File: src/rtl/simon_pkt_serializer.sv
`default_nettype none
// +--------------------------------------------------------------------------+
// | simon_pkt_serializer: buffers cipher blocks and streams them as framed    |
// | bytes (seq header, then block bytes MSB first) over a valid/ready link.   |
// | Revision: 1.0                                                             |
// +--------------------------------------------------------------------------+
module simon_pkt_serializer #(
  parameter int N = 16,
  parameter int D = 2
) (
  input  logic              clk,
  input  logic              nR,
  input  logic              donePkt,
  input  logic [1:0][N-1:0] outData,
  output logic [7:0]        outByte,
  output logic              outValid,
  input  logic              outReady,
  output logic              frameLast,
  output logic              busy,
  output logic              overflow
);

  localparam int c_nb = 2 * N / 8;
  localparam int c_pw = $clog2(D);
  localparam int c_cw = c_pw + 1;
  localparam int c_iw = (c_nb > 1) ? $clog2(c_nb) : 1;
  localparam logic [c_cw-1:0] c_depth = c_cw'(D);
  localparam logic [c_iw-1:0] c_last  = c_iw'(c_nb - 1);

  typedef enum logic [1:0] {
    IDLE = 2'd0,
    HDR  = 2'd1,
    DATA = 2'd2
  } state_t;

  state_t          r_state;
  logic [2*N-1:0]  r_fifo_data [D];
  logic [7:0]      r_fifo_seq  [D];
  logic [c_pw-1:0] r_wr_ptr;
  logic [c_pw-1:0] r_rd_ptr;
  logic [c_cw-1:0] r_count;
  logic [c_iw-1:0] r_idx;
  logic [7:0]      r_seq;

  state_t          w_state_nxt;
  logic            w_xfer;
  logic            w_pop;
  logic            w_push;
  logic [c_cw-1:0] w_count_nxt;
  logic [c_pw-1:0] w_rd_nxt;
  logic [7:0]      w_head_seq;
  logic [c_iw-1:0] w_idx_nxt;
  logic [7:0]      w_byte_nxt;

  function automatic logic [7:0] sel_byte(input logic [2*N-1:0] word, input logic [c_iw-1:0] idx);
    return word[(c_nb - 1 - int'(idx)) * 8 +: 8];
  endfunction

  always_comb begin
    w_xfer      = outValid & outReady;
    w_pop       = w_xfer && (r_state == DATA) && (r_idx == c_last);
    // A full buffer still accepts when its head frame finishes this cycle.
    w_push      = donePkt && ((r_count != c_depth) || w_pop);
    w_count_nxt = r_count + c_cw'(w_push) - c_cw'(w_pop);
    w_rd_nxt    = r_rd_ptr + c_pw'(w_pop);
    // If the buffer drains this cycle, the next head is the block being written now.
    w_head_seq  = (r_count == c_cw'(w_pop)) ? r_seq : r_fifo_seq[w_rd_nxt];

    w_state_nxt = r_state;
    w_idx_nxt   = r_idx;
    w_byte_nxt  = outByte;
    case (r_state)
      IDLE: begin
        w_byte_nxt = 8'h00;
        if (w_count_nxt != '0) begin
          w_state_nxt = HDR;
          w_byte_nxt  = w_head_seq;
        end
      end
      HDR: begin
        if (w_xfer) begin
          w_state_nxt = DATA;
          w_idx_nxt   = '0;
          w_byte_nxt  = sel_byte(r_fifo_data[r_rd_ptr], '0);
        end
      end
      DATA: begin
        if (w_xfer) begin
          if (r_idx == c_last) begin
            w_idx_nxt = '0;
            if (w_count_nxt != '0) begin
              w_state_nxt = HDR;
              w_byte_nxt  = w_head_seq;
            end else begin
              w_state_nxt = IDLE;
              w_byte_nxt  = 8'h00;
            end
          end else begin
            w_idx_nxt  = r_idx + 1'b1;
            w_byte_nxt = sel_byte(r_fifo_data[r_rd_ptr], r_idx + 1'b1);
          end
        end
      end
      default: begin
        w_state_nxt = IDLE;
        w_idx_nxt   = '0;
        w_byte_nxt  = 8'h00;
      end
    endcase
  end

  always_ff @(posedge clk) begin
    if (w_push) begin
      r_fifo_data[r_wr_ptr] <= outData;
      r_fifo_seq[r_wr_ptr]  <= r_seq;
    end
  end

  always_ff @(posedge clk or negedge nR) begin
    if (!nR) begin
      r_state   <= IDLE;
      r_count   <= '0;
      r_wr_ptr  <= '0;
      r_rd_ptr  <= '0;
      r_idx     <= '0;
      r_seq     <= 8'h00;
      outByte   <= 8'h00;
      outValid  <= 1'b0;
      frameLast <= 1'b0;
      overflow  <= 1'b0;
    end else begin
      r_state   <= w_state_nxt;
      r_count   <= w_count_nxt;
      r_rd_ptr  <= w_rd_nxt;
      r_idx     <= w_idx_nxt;
      outByte   <= w_byte_nxt;
      outValid  <= (w_state_nxt != IDLE);
      frameLast <= (w_state_nxt == DATA) && (w_idx_nxt == c_last);
      if (w_push) begin
        r_wr_ptr <= r_wr_ptr + 1'b1;
        r_seq    <= r_seq + 8'd1;
      end
      if (donePkt && !w_push) begin
        overflow <= 1'b1;
      end
    end
  end

  assign busy = (r_count != '0) || (r_state != IDLE);

endmodule
`default_nettype wire

File: config.mk
export PLATFORM = sky130hd
export DESIGN_NAME = simon_pkt_serializer
export DESIGN_NICKNAME = d
export VERILOG_FILES = /design/src/rtl/simon_pkt_serializer.sv
export SDC_FILE = /design/constraint.sdc
export NUM_CORES = 1
export LEC_CHECK = 0
export CAP_MARGIN = 20
export CORE_MARGIN = 2
export CORE_UTILIZATION = 50
export DETAILED_ROUTE_END_ITERATION = 6
export GPL_TIMING_DRIVEN = 0
export PLACE_DENSITY = 0.75
export SYNTH_ARGS = -nofsm -noshare
export SYNTH_HDL_FRONTEND = slang
export SYNTH_SLANG_ARGS = --single-unit
File: constraint.sdc
create_clock -name clk -period 3.58 [get_ports clk]
set_input_delay 0.537 -clock clk [delete_from_list [all_inputs] [get_ports clk]]
set_output_delay 0.537 -clock clk [all_outputs]
set_load 0.1 [all_outputs]
==> run summary <==
status - finished, final reports clean
DRT Pass-1 Iters - 6
synthesized flop and latch total - 107
largest net degree at the start of global routing - 29
First DRT Iteration DRCs - 203
Core Util, Final - 61.6%
CTS buffer count - 9
Fmax achieved - 363 MHz
Commonest cells post-synth - edfxtp_1, dfrtp_1, nor2_1
post-CTS setup buffers - 0
final worst slack - 0.826 ns
Yosys top cell by area - edfxtp_1
H-tree depth - 3
post_cts resized - 0
GRT Util Overall - 18.9%
# diodes - 0
clock skew - 0.0130 ns
post-detail-place hpwl - 5.92 mm
cells along the critical path - clkdlybuf4s50_1, and4b_1, nand2_1, a21boi_1, buf_2, nor2b_4, buf_12
clk_lat worst skew - 0.36 ns
setup_tns - 0 ns
area grow syn2layout - 19.0%
TritonCTS clock tree - yes
Max IR drop VDD - 0.542 mV
unrepaired setup endpoints after global routing - no
crit path DAT - 2.81 ns
Pwr per Cell Area - 790 mW/mm²
Synthesized Nets - 323
global-route wire length before repair - 14.1 mm
most common cell in the netlist - edfxtp_1
async set-reset flop share out of synthesis - 25.2%
max incr delay on CP - 0.56 ns
area of the multi-input gates - 0.00137 mm²
Fin. Hold Viols - 0
Placement Cell Area - 0.00520 mm²
Hold Startpoint - overflow$_DFFE_PN0P_
Area contributors post-synth - edfxtp_1, dfrtp_1, mux2_2, mux4_2, mux4_1
RR Startpoint - r_state[0]$_DFF_PN0_
# setup viols final - 0
Die Y - 99.2 µm
# IOs - 48
Die Wd - 99.2 µm
post-synthesis cell type count - 45
FF+latch area - 0.00308 mm²
Crit. End Element - flip-flop
gp weighted congestion - 0.815
Synth top area share - 53.0%
Slew @ Worst Pin - 0.989 ns
Post-DRT Antenna Nets - 0
PortBufs - 47
critical setup path kind - in2reg
row count - 34
fin area - 0.00540 mm²
critical path required time - 3.64 ns
Worst Hold Class - reg2reg
Syn. warnings - 0
LEAKAGE - 1.84 nW
synthesized instance count - 284
Clock Sinks - 107
Synth Cell Area - 0.00453 mm²
Hold WS - 0.479 ns
syn_area_per_cell - 16.0 µm²
Worst-path clk slew - 0.09 ns
Post-Place Setup Slack - 0.485 ns
Layout Cells excl Fill - 458
vias - 2672
Power, Total - 4.27 mW
CP Max Fanout - 28
Slew Limit Fails - 0
max_slew headroom - 33.9%
Tcrit/Tclk final - 76.9%
DP Cell Count - 442
sequential-to-total area share from yosys stat - 67.9%
vias in the first global route - 2864
Slowest-stage cell, CP - clkdlybuf4s50_1
MaxCap Viol Count - 0
Core ar. - 0.00876 mm²
post-layout min period - 2.75 ns
worst setup path start - outReady
DRC - 0
WL final - 8.73 mm
layout cell share with drive strength beyond 1 - 15.4%
wire length per cell - 19.1 µm
initial antenna violation count - 0
Die ar. - 0.00985 mm²
initial core utilization - 51.7%
via density per instance - 5.83
number of fill cells in the layout - 688
total grt overflow - 0
kind of start point of the critical path - input port
CTS max path bufs - 2
Synth Flop Type - edfxtp_1
final net count - 384
# hold bufs at CTS - 0
Root Buffer - clkbuf_8
Post-synth EDFFs - 80
worst max-delay path: cells and delay by family:
family,cells,cell delay (ns)
compound gates,1,0.25
simple gates,3,0.93
buf+inv,3,1.08
logic make-up (layout without fill, tap and decap cells):
| family | count (synthesis) | after routing | synth area share, % |
|---|---|---|---|
| compound gates | 58 | 58 | 9.44 |
| fa+ha+maj | 3 | 3 | 0.828 |
| xor+xnor | 10 | 10 | 1.93 |
| mux | 32 | 32 | 10.5 |
| buf+inv | 14 | 80 | 2.07 |
| flops | 107 | 107 | 67.9 |
| simple gates | 60 | 60 | 7.37 |
flip-flops by register name (all words and copies together), names as in the netlist:
register and flops:
r_fifo_data 64, r_fifo_seq 16, outByte 8, r_seq 8, r_count 2, r_idx 2, r_state 2, frameLast 1
outValid 1, overflow 1, r_rd_ptr 1, r_wr_ptr 1
path summary, 6_finish.rpt:
kind | to | slack, ns | depth (start not counted)
worst max-delay path | r_fifo_data[0][29]$_DFFE_PP_ | 0.83 | 7
worst min-delay path | overflow$_DFFE_PN0P_ | 0.48 | 1
worst max register to register | r_fifo_data[0][29]$_DFFE_PP_ | 1.04 | 6
worst min register to register | overflow$_DFFE_PN0P_ | 0.48 | 1
max in group asynchronous | r_wr_ptr$_DFFE_PN0P_ | 2.44 | 2
min in group asynchronous | outByte[1]$_DFFE_PN0P_ | 0.59 | 1
where the power goes:
part	leakage [nW]	switching [mW]	total, mW	internal (mW)
clock	0.0901	0.398	0.722	0.324
combinational	0.671	1.02	1.62	0.602
sequential	1.08	0.194	1.93	1.73
total	1.84	1.61	4.27	2.66
cells in the final DEF (no fill, tap or decap), types with 2 or more instances in the layout:
cell | synthesis | routed
nand2b_1 | 7 | 7
clkinvlp_4 | 0 | 2
buf_2 | 5 | 5
nand2_1 | 10 | 10
clkbuf_1 | 3 | 4
buf_12 | 1 | 3
edfxtp_1 | 80 | 80
o22ai_1 | 5 | 5
inv_1 | 2 | 2
clkbuf_8 | 0 | 9
and3_1 | 2 | 2
mux2i_1 | 10 | 10
nor3_1 | 11 | 11
mux4_2 | 6 | 6
o221ai_1 | 3 | 3
xnor2_1 | 8 | 8
a2111oi_0 | 3 | 3
o311ai_1 | 3 | 3
nand4_1 | 5 | 5
a21oi_1 | 13 | 13
buf_6 | 2 | 2
o21ai_2 | 2 | 2
a222oi_1 | 5 | 5
nor2_1 | 15 | 15
clkinv_4 | 0 | 2
o21a_1 | 12 | 12
mux2_2 | 12 | 12
dfrtp_1 | 27 | 27
o31ai_1 | 5 | 5
clkdlybuf4s50_1 | 0 | 47
mux4_1 | 4 | 4
ha_1 | 3 | 3
xor2_1 | 2 | 2
final cells by class:
class	count	area share, %
multi-input combinational	163	25.4
inverter	2	0.139
clock inverter	6	1.23
clock buffer	10	2.36
tap	108	2.50
sequential	107	57.0
timing repair buffer	50	9.74
buffer	12	1.60
metal layers:
| layer | share of wire [%] | global-route usage, % | vias up | routed length (µm) |
|---|---|---|---|---|
| li1 | - | - | 1251 | - |
| met1 | 42 | 23.7 | 1333 | 3660 |
| met2 | 52 | 31.9 | 80 | 4520 |
| met3 | 5.4 | 5.55 | 8 | 467 |
| met4 | 0.91 | 5.58 | 0 | 79 |
| met5 | 0 | 0 | - | 0 |
Note: power is estimated with default switching activity, not from simulation.
